<file path="src/rtl/alu_control_mdu.sv">
// alu_control_mdu: ALU control decoder plus HI/LO registers and an iterative multiply/divide
// sequencer.
//
// Decode (combinational): aluop/funct -> alu_m (ALU mode), hilo_sel (00 ALU, 01 HI, 10 LO),
// illegal (unknown R-type funct).
// Sequencer: mult/multu (and div/divu when MDU_DIV_EN is defined) run WIDTH shift steps,
// then one fix-up cycle that applies the sign correction and writes HI/LO.
// Optional feature macro: MDU_DIV_EN compiles in the divider and the div/divu decode.
// Without it, div/divu decode as illegal.
//
// Ports:
//   clk, rst          clock, synchronous active-high reset
//   valid             an instruction is in EX this cycle
//   aluop, funct      command and R-type funct field
//   src_a, src_b      rs/rt operands
//   alu_m, hilo_sel   ALU mode and writeback source select
//   hi, lo            HI/LO registers
//   busy, done        sequencer running / single-cycle completion pulse
//   stall             hold EX: HI/LO or MDU instruction while the sequencer is busy
//   illegal           unknown R-type funct
module alu_control_mdu #(
    parameter int unsigned WIDTH   = 32,
    parameter int unsigned FUNCT_W = 6,
    parameter int unsigned ALUOP_W = 4
) (
    input  logic               clk,
    input  logic               rst,
    input  logic               valid,
    input  logic [2:0]         aluop,
    input  logic [FUNCT_W-1:0] funct,
    input  logic [WIDTH-1:0]   src_a,
    input  logic [WIDTH-1:0]   src_b,
    output logic [ALUOP_W-1:0] alu_m,
    output logic [1:0]         hilo_sel,
    output logic [WIDTH-1:0]   hi,
    output logic [WIDTH-1:0]   lo,
    output logic               busy,
    output logic               done,
    output logic               stall,
    output logic               illegal
);

    localparam int unsigned CntW = $clog2(WIDTH + 1);

    localparam logic [ALUOP_W-1:0] ModeAdd  = ALUOP_W'(0);
    localparam logic [ALUOP_W-1:0] ModeSub  = ALUOP_W'(1);
    localparam logic [ALUOP_W-1:0] ModeAnd  = ALUOP_W'(2);
    localparam logic [ALUOP_W-1:0] ModeOr   = ALUOP_W'(3);
    localparam logic [ALUOP_W-1:0] ModeXor  = ALUOP_W'(4);
    localparam logic [ALUOP_W-1:0] ModeNor  = ALUOP_W'(5);
    localparam logic [ALUOP_W-1:0] ModeSlt  = ALUOP_W'(6);
    localparam logic [ALUOP_W-1:0] ModeSltu = ALUOP_W'(7);
    localparam logic [ALUOP_W-1:0] ModeSll  = ALUOP_W'(8);
    localparam logic [ALUOP_W-1:0] ModeSrl  = ALUOP_W'(9);
    localparam logic [ALUOP_W-1:0] ModeSra  = ALUOP_W'(10);

    localparam logic [FUNCT_W-1:0] FnAdd   = FUNCT_W'(6'b100000);
    localparam logic [FUNCT_W-1:0] FnAddu  = FUNCT_W'(6'b100001);
    localparam logic [FUNCT_W-1:0] FnSub   = FUNCT_W'(6'b100010);
    localparam logic [FUNCT_W-1:0] FnSubu  = FUNCT_W'(6'b100011);
    localparam logic [FUNCT_W-1:0] FnAnd   = FUNCT_W'(6'b100100);
    localparam logic [FUNCT_W-1:0] FnOr    = FUNCT_W'(6'b100101);
    localparam logic [FUNCT_W-1:0] FnXor   = FUNCT_W'(6'b100110);
    localparam logic [FUNCT_W-1:0] FnNor   = FUNCT_W'(6'b100111);
    localparam logic [FUNCT_W-1:0] FnSlt   = FUNCT_W'(6'b101010);
    localparam logic [FUNCT_W-1:0] FnSltu  = FUNCT_W'(6'b101011);
    localparam logic [FUNCT_W-1:0] FnSll   = FUNCT_W'(6'b000000);
    localparam logic [FUNCT_W-1:0] FnSrl   = FUNCT_W'(6'b000010);
    localparam logic [FUNCT_W-1:0] FnSra   = FUNCT_W'(6'b000011);
    localparam logic [FUNCT_W-1:0] FnMfhi  = FUNCT_W'(6'b010000);
    localparam logic [FUNCT_W-1:0] FnMthi  = FUNCT_W'(6'b010001);
    localparam logic [FUNCT_W-1:0] FnMflo  = FUNCT_W'(6'b010010);
    localparam logic [FUNCT_W-1:0] FnMtlo  = FUNCT_W'(6'b010011);
    localparam logic [FUNCT_W-1:0] FnMult  = FUNCT_W'(6'b011000);
    localparam logic [FUNCT_W-1:0] FnMultu = FUNCT_W'(6'b011001);
`ifdef MDU_DIV_EN
    localparam logic [FUNCT_W-1:0] FnDiv   = FUNCT_W'(6'b011010);
    localparam logic [FUNCT_W-1:0] FnDivu  = FUNCT_W'(6'b011011);
`endif

    typedef enum logic [1:0] {StIdle, StRun, StFix} state_e;

    state_e                 state_q, state_d;
    logic [CntW-1:0]        cnt_q, cnt_d;
    // Mult: {partial product, remaining multiplier}. Div: {remainder, remaining dividend/quotient}.
    logic [2*WIDTH-1:0]     p_q, p_d;
    logic [WIDTH-1:0]       m_q, m_d;        // multiplicand or divisor magnitude
    logic                   neg_lo_q, neg_lo_d; // product sign or quotient sign
    logic [WIDTH-1:0]       hi_q, hi_d, lo_q, lo_d;
`ifdef MDU_DIV_EN
    logic                   is_div_q, is_div_d;
    logic                   neg_hi_q, neg_hi_d; // remainder sign (dividend sign)
    logic                   dz_q, dz_d;         // divide by zero
    logic                   is_div;
`endif

    logic is_mthi, is_mtlo, is_mul, is_signed, mdu_op, hilo_op, accept;

    // Decode
    always_comb begin
        alu_m     = ModeAdd;
        hilo_sel  = 2'b00;
        illegal   = 1'b0;
        is_mthi   = 1'b0;
        is_mtlo   = 1'b0;
        is_mul    = 1'b0;
        is_signed = 1'b0;
`ifdef MDU_DIV_EN
        is_div    = 1'b0;
`endif
        unique case (aluop)
            3'b000: alu_m = ModeAdd;
            3'b001: alu_m = ModeSub;
            3'b011: alu_m = ModeAnd;
            3'b100: alu_m = ModeOr;
            3'b101: alu_m = ModeXor;
            3'b110: alu_m = ModeSlt;
            3'b111: alu_m = ModeSltu;
            3'b010: begin
                case (funct)
                    FnAdd, FnAddu: alu_m = ModeAdd;
                    FnSub, FnSubu: alu_m = ModeSub;
                    FnAnd:   alu_m = ModeAnd;
                    FnOr:    alu_m = ModeOr;
                    FnXor:   alu_m = ModeXor;
                    FnNor:   alu_m = ModeNor;
                    FnSlt:   alu_m = ModeSlt;
                    FnSltu:  alu_m = ModeSltu;
                    FnSll:   alu_m = ModeSll;
                    FnSrl:   alu_m = ModeSrl;
                    FnSra:   alu_m = ModeSra;
                    FnMfhi:  hilo_sel = 2'b01;
                    FnMflo:  hilo_sel = 2'b10;
                    FnMthi:  is_mthi = 1'b1;
                    FnMtlo:  is_mtlo = 1'b1;
                    FnMult:  begin
                        is_mul    = 1'b1;
                        is_signed = 1'b1;
                    end
                    FnMultu: is_mul = 1'b1;
`ifdef MDU_DIV_EN
                    FnDiv:   begin
                        is_div    = 1'b1;
                        is_signed = 1'b1;
                    end
                    FnDivu:  is_div = 1'b1;
`endif
                    default: illegal = 1'b1;
                endcase
            end
            default: alu_m = ModeAdd;
        endcase
    end

`ifdef MDU_DIV_EN
    assign mdu_op = is_mul | is_div;
`else
    assign mdu_op = is_mul;
`endif
    assign hilo_op = (hilo_sel != 2'b00) | is_mthi | is_mtlo;
    assign busy    = (state_q != StIdle);
    assign done    = (state_q == StFix);
    assign stall   = busy & valid & (hilo_op | mdu_op);
    assign accept  = valid & ~busy & mdu_op;
    assign hi      = hi_q;
    assign lo      = lo_q;

    // Operand magnitudes for the unsigned core
    logic             a_neg, b_neg;
    logic [WIDTH-1:0] a_mag, b_mag;
    assign a_neg = is_signed & src_a[WIDTH-1];
    assign b_neg = is_signed & src_b[WIDTH-1];
    assign a_mag = a_neg ? -src_a : src_a;
    assign b_mag = b_neg ? -src_b : src_b;

    // One shift-add multiply step
    logic [WIDTH:0]       mul_sum;
    logic [2*WIDTH-1:0]   mul_next, prod_fix;
    assign mul_sum  = {1'b0, p_q[2*WIDTH-1:WIDTH]} + {1'b0, (p_q[0] ? m_q : '0)};
    assign mul_next = {mul_sum, p_q[WIDTH-1:1]};
    assign prod_fix = neg_lo_q ? -p_q : p_q;

`ifdef MDU_DIV_EN
    // One restoring divide step; a set top bit of diff means the trial subtract went negative
    logic [WIDTH:0]     div_shift, div_diff;
    logic [2*WIDTH-1:0] div_next;
    assign div_shift = {p_q[2*WIDTH-1:WIDTH], p_q[WIDTH-1]};
    assign div_diff  = div_shift - {1'b0, m_q};
    assign div_next  = div_diff[WIDTH] ? {div_shift[WIDTH-1:0], p_q[WIDTH-2:0], 1'b0}
                                       : {div_diff[WIDTH-1:0], p_q[WIDTH-2:0], 1'b1};
`endif

    always_comb begin
        state_d  = state_q;
        cnt_d    = cnt_q;
        p_d      = p_q;
        m_d      = m_q;
        neg_lo_d = neg_lo_q;
        hi_d     = hi_q;
        lo_d     = lo_q;
`ifdef MDU_DIV_EN
        is_div_d = is_div_q;
        neg_hi_d = neg_hi_q;
        dz_d     = dz_q;
`endif
        unique case (state_q)
            StIdle: begin
                if (accept) begin
                    state_d  = StRun;
                    cnt_d    = CntW'(WIDTH);
                    neg_lo_d = a_neg ^ b_neg;
                    m_d      = a_mag;
                    p_d      = {{WIDTH{1'b0}}, b_mag};
`ifdef MDU_DIV_EN
                    is_div_d = is_div;
                    neg_hi_d = a_neg;
                    dz_d     = (src_b == '0);
                    if (is_div) begin
                        m_d = b_mag;
                        p_d = {{WIDTH{1'b0}}, a_mag};
                    end
`endif
                end else if (valid && is_mthi) begin
                    hi_d = src_a;
                end else if (valid && is_mtlo) begin
                    lo_d = src_a;
                end
            end
            StRun: begin
`ifdef MDU_DIV_EN
                p_d = is_div_q ? div_next : mul_next;
`else
                p_d = mul_next;
`endif
                cnt_d = cnt_q - CntW'(1);
                if (cnt_q == CntW'(1)) begin
                    state_d = StFix;
                end
            end
            StFix: begin
                state_d = StIdle;
                {hi_d, lo_d} = prod_fix;
`ifdef MDU_DIV_EN
                // Divide by zero leaves remainder = |dividend|, so the sign fix restores src_a
                if (is_div_q) begin
                    lo_d = dz_q     ? '1 :
                           neg_lo_q ? -p_q[WIDTH-1:0] : p_q[WIDTH-1:0];
                    hi_d = neg_hi_q ? -p_q[2*WIDTH-1:WIDTH] : p_q[2*WIDTH-1:WIDTH];
                end
`endif
            end
            default: state_d = StIdle;
        endcase
    end

    always_ff @(posedge clk) begin
        if (rst) begin
            state_q  <= StIdle;
            cnt_q    <= '0;
            p_q      <= '0;
            m_q      <= '0;
            neg_lo_q <= 1'b0;
            hi_q     <= '0;
            lo_q     <= '0;
`ifdef MDU_DIV_EN
            is_div_q <= 1'b0;
            neg_hi_q <= 1'b0;
            dz_q     <= 1'b0;
`endif
        end else begin
            state_q  <= state_d;
            cnt_q    <= cnt_d;
            p_q      <= p_d;
            m_q      <= m_d;
            neg_lo_q <= neg_lo_d;
            hi_q     <= hi_d;
            lo_q     <= lo_d;
`ifdef MDU_DIV_EN
            is_div_q <= is_div_d;
            neg_hi_q <= neg_hi_d;
            dz_q     <= dz_d;
`endif
        end
    end

endmodule
</file>
<file path="config.mk">
export PLATFORM = sky130hd
export DESIGN_NAME = alu_control_mdu
export DESIGN_NICKNAME = d
export VERILOG_FILES = /design/src/rtl/alu_control_mdu.sv
export SDC_FILE = /design/constraint.sdc
export NUM_CORES = 1
export LEC_CHECK = 0
export ABC_CLOCK_PERIOD_IN_PS = 4140
export CORE_MARGIN = 2
export CORE_UTILIZATION = 57
export DETAILED_ROUTE_END_ITERATION = 8
export MAX_ROUTING_LAYER = met4
export PLACE_DENSITY = 0.85
export SLEW_MARGIN = 5
export SYNTH_ARGS = -nofsm -noshare
export SYNTH_HDL_FRONTEND = slang
export SYNTH_SLANG_ARGS = --single-unit
</file>
<file path="constraint.sdc">
create_clock -name clk -period 4.14 [get_ports clk]
set_input_delay 0.414 -clock clk [delete_from_list [all_inputs] [get_ports clk]]
set_output_delay 0.414 -clock clk [all_outputs]
set_load 0.03 [all_outputs]
</file>
# --- After elaboration in Yosys (flattened, before gate mapping) ---
# Index checks and enable logic that the tools add are counted.
op_classes:
  addsub: 5
  mul: 0
  n_div: 0
  n_lt_le_gt_ge: 0
  n_eq_ne: 34
  shift: 0
  muxes: 32
  n_bitwise: 11
  reduce_logical: 17
ops:
  columns: ["cell", "n"]
  rows:
  - ["$mux W32", 8]
  - ["$mux W64", 2]
  - ["$pmux W32 S2", 2]
  - ["$pmux W64 S2", 1]
  - ["$neg A32 Y32", 2]
  - ["$neg A64 Y64", 1]
  - ["$eq A6 B6 Y1 const B", 10]
  - ["$pmux W4 S10", 1]
  - ["$eq A6 B5 Y1 const B", 6]
  - ["$add A32 B32 Y33", 1]
  - ["$pmux W4 S8", 1]
  - ["$reduce_or A19 Y1", 1]
  - ["$eq A3 B3 Y1 const B", 4]
  - ["$eq A6 B2 Y1 const B", 2]
  - ["$ne A2 B2 Y1 const B", 6]
  - ["$pmux W6 S2", 1]
  - ["$mux W1", 10]
  - ["$pmux W2 S2", 2]
  - ["$reduce_bool A2 Y1", 4]
  - ["$and A1 B1 Y1", 6]
  - ["$eq A3 B2 Y1 const B", 2]
  - ["$eq A6 B1 Y1 const B", 1]
  - ["$logic_not A6 Y1", 1]
  - ["$mux W2", 3]
  - ["15 further kinds", 21]
word_totals:
  regBits: 169
  latch_bits: 0
  ramBits: 0
  mem_bits_ro: 0
  output_inout_bits: 74
  wordCells: 106
  n_memories: 0

# --- Logic depth before layout (Yosys ltp) ---
# Gate-level depths: netlist of run 1.
logic_depth:
  depth_word: 8
  depth_mapped: 13

# --- Least setup slack after synthesis of run 1 ---
# No wires, ideal clock.
synth_path:
  path_type: "flip-flop to flip-flop"
  start: "register p_q[0]"
  end: "register p_q[63]"
  setup_ns: 0.101
  arrival_ns: 3.233
  setup_slack_ns: 0.806
  path_stages_with_launch: 14
  path_buffers: 1
  path_cell_list: "dfxtp_1 > clkbuf_1 > and2_1 > ha_1 > inv_1 > fa_1 > nand2b_1 > a21oi_1 > o31a_1 > a311oi_1 > o41a_1 > o31a_1 > or2_2 > o41ai_1"
synth_via:
  elab_chain_len: 3
synth_rtl:
  columns: ["item", "line", "rtl"]
  rows:
  - ["start, declared", "86", "logic [2*WIDTH-1:0] p_q, p_d;"]
  - ["start signal, assigned", "273", "p_q <= p_d;"]
  - ["$mux W32", "179", "assign mul_sum = {1'b0, p_q[2*WIDTH-1:WIDTH]} + {1'b0, (p_q[0] ? m_q : '0)};"]
  - ["$add A32 B32 Y33", "179", null]
  - ["$pmux W64 S2", "206", "unique case (state_q)"]
# No other way between the ends.
# A chain may end at the register's enable or synchronous reset.

# --- Worst setup path in the final report of run 1 ---
# Ends and elaborated chain as after synthesis.

==> results of run 1 <==
-- area by class of cell --
| cell class | count | area, µm² |
|---|---|---|
| multi-input cells | 1252 | 7720 |
| clock inverters | 13 | 161 |
| clock buffers | 18 | 429 |
| well taps | 270 | 338 |
| fillers | 1688 | 6330 |
| flip-flops and latches | 169 | 3380 |
| repair buffers | 169 | 1640 |
| inverters | 27 | 101 |
-- synthesized netlist by cell type (7+ instances only) --
library cell | count | area share
o31ai_1 | 26 | 0.017
o21a_1 | 7 | 0.0045
ha_1 | 37 | 0.040
or2_2 | 14 | 0.0076
nand2_1 | 165 | 0.053
a221oi_1 | 14 | 0.011
nand2b_1 | 13 | 0.0070
o221ai_1 | 7 | 0.0053
inv_1 | 26 | 0.0084
o211ai_1 | 11 | 0.0071
or4_1 | 12 | 0.0078
and2_1 | 38 | 0.020
xor2_1 | 76 | 0.057
nor3_1 | 33 | 0.014
a211oi_1 | 45 | 0.029
a311oi_1 | 13 | 0.0098
o41ai_1 | 15 | 0.011
nor4_1 | 24 | 0.013
nand3_1 | 35 | 0.015
a31oi_1 | 19 | 0.010
o21ai_0 | 83 | 0.036
or3_1 | 28 | 0.015
xnor2_1 | 48 | 0.036
and3_1 | 7 | 0.0038
a21oi_1 | 136 | 0.059
a22oi_1 | 21 | 0.014
dfxtp_1 | 169 | 0.29
nand4_1 | 14 | 0.0076
clkbuf_1 | 98 | 0.032
o21bai_1 | 8 | 0.0052
nor2_1 | 190 | 0.061
a21o_1 | 20 | 0.013
-- power groups by stage --
stage,clock network (W),registers (W),logic (W)
global route,0.00170,0.00163,0.000284
detailed placement,0,0.00167,0.000260
CTS,0.00164,0.00163,0.000261
finish,0.00164,0.00163,0.000269
global placement,0,0.00167,0.000256
floorplan,0,0.00167,0.000111
-- flip-flops by register name, summed over array words and instances, names as in the netlist --
signal / flops
p_q: 64
hi: 32
lo: 32
m_q: 32
cnt_q: 6
state_q: 2
neg_lo_q: 1
-- routing by layer --
layer / global-route usage / vias up
met2: 0.589 / 667
met5: - / -
li1: - / 5854
met3: 0.0619 / 157
met4: 0.163 / 0
met1: 0.422 / 5800
-- per-stage QoR --
step | area [µm²] | std cells | util | hold WS (ps) | total power, W
global route | 13800 | 1918 | 0.685 | 475 | 0.00361
global placement | 13200 | 1887 | 0.656 | 443 | 0.00192
CTS | 13800 | 1918 | 0.685 | 453 | 0.00352
floorplan | 11600 | 1555 | - | 432 | 0.00178
finish | 13800 | 1918 | 0.685 | 452 | 0.00353
detailed placement | 13200 | 1887 | 0.656 | 444 | 0.00193
-- critical path, delay by kind of cell, from the launching register on --
| family | cells | cell delay [ps] |
|---|---|---|
| compound gates | 6 | 1730 |
| fa+ha+maj | 2 | 550 |
| buf+inv | 1 | 60 |
| flops | 1 | 560 |
| simple gates | 3 | 710 |
-- how the worst min path moves through the flow --
stage                                   start                   to  slack (ps)  cells after the start
after CTS                 hi[13]$_SDFFE_PP0P_  hi[13]$_SDFFE_PP0P_         450                      2
after global routing      lo[10]$_SDFFE_PP0P_  lo[10]$_SDFFE_PP0P_         480                      2
after global placement    hi[13]$_SDFFE_PP0P_  hi[13]$_SDFFE_PP0P_         440                      2
after detailed placement  hi[13]$_SDFFE_PP0P_  hi[13]$_SDFFE_PP0P_         440                      2
after floorplan           m_q[0]$_SDFFE_PP0N_  m_q[0]$_SDFFE_PP0N_         430                      2
final                     hi[13]$_SDFFE_PP0P_  hi[13]$_SDFFE_PP0P_         450                      2
-- cells by family (layout without fill, tap and decap cells) --
family | count (synthesis) | in the layout | share of synthesized area
xor+xnor | 124 | 124 | 0.0936
simple gates | 604 | 604 | 0.250
flops | 169 | 169 | 0.292
fa+ha+maj | 38 | 38 | 0.0416
compound gates | 481 | 481 | 0.274
mux | 5 | 5 | 0.00432
buf+inv | 134 | 227 | 0.0451
==> summary.txt, run 1 <==
Global routing
  – Grt ovf: 0
  – First-pass GRT wire length: 59.6 mm
  – Vias in the first global route: 11.3k
  – GR Util All Layers: 0.356
  – Largest net degree at the start of global routing: 74
  – Initial antenna violation count: 0

Clock tree
  – Clk slew on worst S/H paths: 70 ps
  – Worst-skew pair later-pin latency: 440 ps
  – H-tree levels: 4
  – CTS tree: done
  – Clock Sinks: 169
  – Clk Tree Root Cell: clkbuf_16
  – Post-CTS sizing: 0
  – Post-CTS setup buffers: 0
  – Max clock buf depth: 2
  – # hold bufs at CTS: 0
  – Cts bufs inserted: 17

Critical path
  – Critical Path Source Type: flop
  – Worst R2R Path Depth: 12
  – Worst r2r src: p_q[0]$_SDFFE_PP0P_
  – CP Class: reg2reg
  – Most used cell, CP: o31a_1
  – Worst setup EP type: flop
  – Critical Path Sink: p_q[63]$_SDFFE_PP0P_
  – Worst Path Max Fanout: 13
  – Slowest cell on crit path: dfxtp_1
  – Critical path arrival: 4050 ps
  – Crit-path max cell delay: 560 ps
  – R2R Path End: p_q[63]$_SDFFE_PP0P_
  – Critical path startpoint: p_q[0]$_SDFFE_PP0P_
  – Crit-path cells: and2_1, ha_1, inv_1, fa_1, nand2b_1, a21oi_1, o31a_1, a311oi_1, o41a_1, o31a_1, or2_2, o41ai_1
  – Worst Path Required: 4480 ps
  – FF-to-FF setup slack: 430 ps

Floorplan
  – Placeable Area: 20,100 µm²
  – Starting Density: 0.577
  – Die extent in y: 147 µm
  – Die ar.: 21,500 µm²
  – Die X: 147 µm
  – Row cnt: 52
  – IO Pins: 150

Placed design
  – Routability congestion estimate: 0.962
  – DP HPWL: 28.4 mm
  – DP Worst Slack: 521 ps
  – IO buf count: 149

Yosys
  – Netlist cell types: 76
  – Primary FF master, synth: dfxtp_1
  – Ys Warns: 0
  – Post-synthesis sequential area ratio: 0.292
  – Synthesized cell area: 11,600 µm²
  – Synth Instances: 1,555
  – Post-synth net total: 1,669
  – FF+latch count, synth: 169
  – Syn Area/Cell: 7.46 µm²
  – Post-synth EDFFs: 0
  – Post-synth ARST share: 0

STA
  – Setup violators final: 0
  – Fin crit share: 0.896
  – Worst Tran Pin Value: 1060 ps
  – RSZ-0062 raised after global routing: false
  – Max Fclk: 269 MHz
  – Final Slew Violations: 0
  – Hold Fails Final Rpt: 0
  – Rel. slew slack: 0.292
  – Setup TNS: 0 ps
  – Min Clock Period, post-route: 3710 ps
  – Worst Skew: 14.1 ps
  – Final worst slack: 429 ps

Power and ir drop
  – Power per cell area: 257 nW/µm²
  – Clock Power Share: 0.463
  – Net Sw Frac: 0.252
  – Leak pwr: 4.99 nW
  – Sequential share of power: 0.461
  – Power Internal: 0.00264 W
  – Logic pwr share: 0.076
  – Max VDD drop: 253 µV
  – Net Switching: 0.000890 W

Drt
  – First-pass DRT Iterations: 6
  – Metal3 WL: 3.38 mm
  – Max layer used: met4
  – WL met2: 18.3 mm
  – Routed len/inst: 20.0 µm
  – DR iter-0 viols: 1,280
  – Remaining antenna violation count: 0
  – Post-route DRC: 0
  – Vias per cell: 6.51
  – Wl on met1: 14.7 mm
  – Post-Route WL: 38.3 mm
  – DR vias: 12.5k

Cells and area
  – Commonest non-fill, non-tap cell in the layout: nor2_1
  – Commonest cells after routing, fill and taps aside: nor2_1 (189), dfxtp_1 (168), nand2_1 (165)
  – # nets final: 1,750
  – Layout cells sized above 1: 0.0546
  – Area Overhead vs Synth: 18.7%
  – Antenna cells: 0

Min path
  – Hold crit path type: reg2reg

Run status
  – Status: finished clean

Job
  – Max Cap Viol: 0
Power figures use the tool's default switching activity.
==> run 2: changes to the inputs <==
SLEW_MARGIN = 20   (was 5)
==> results of run 2 <==
Final layout, timing and power as in run 1 (identical DEF).
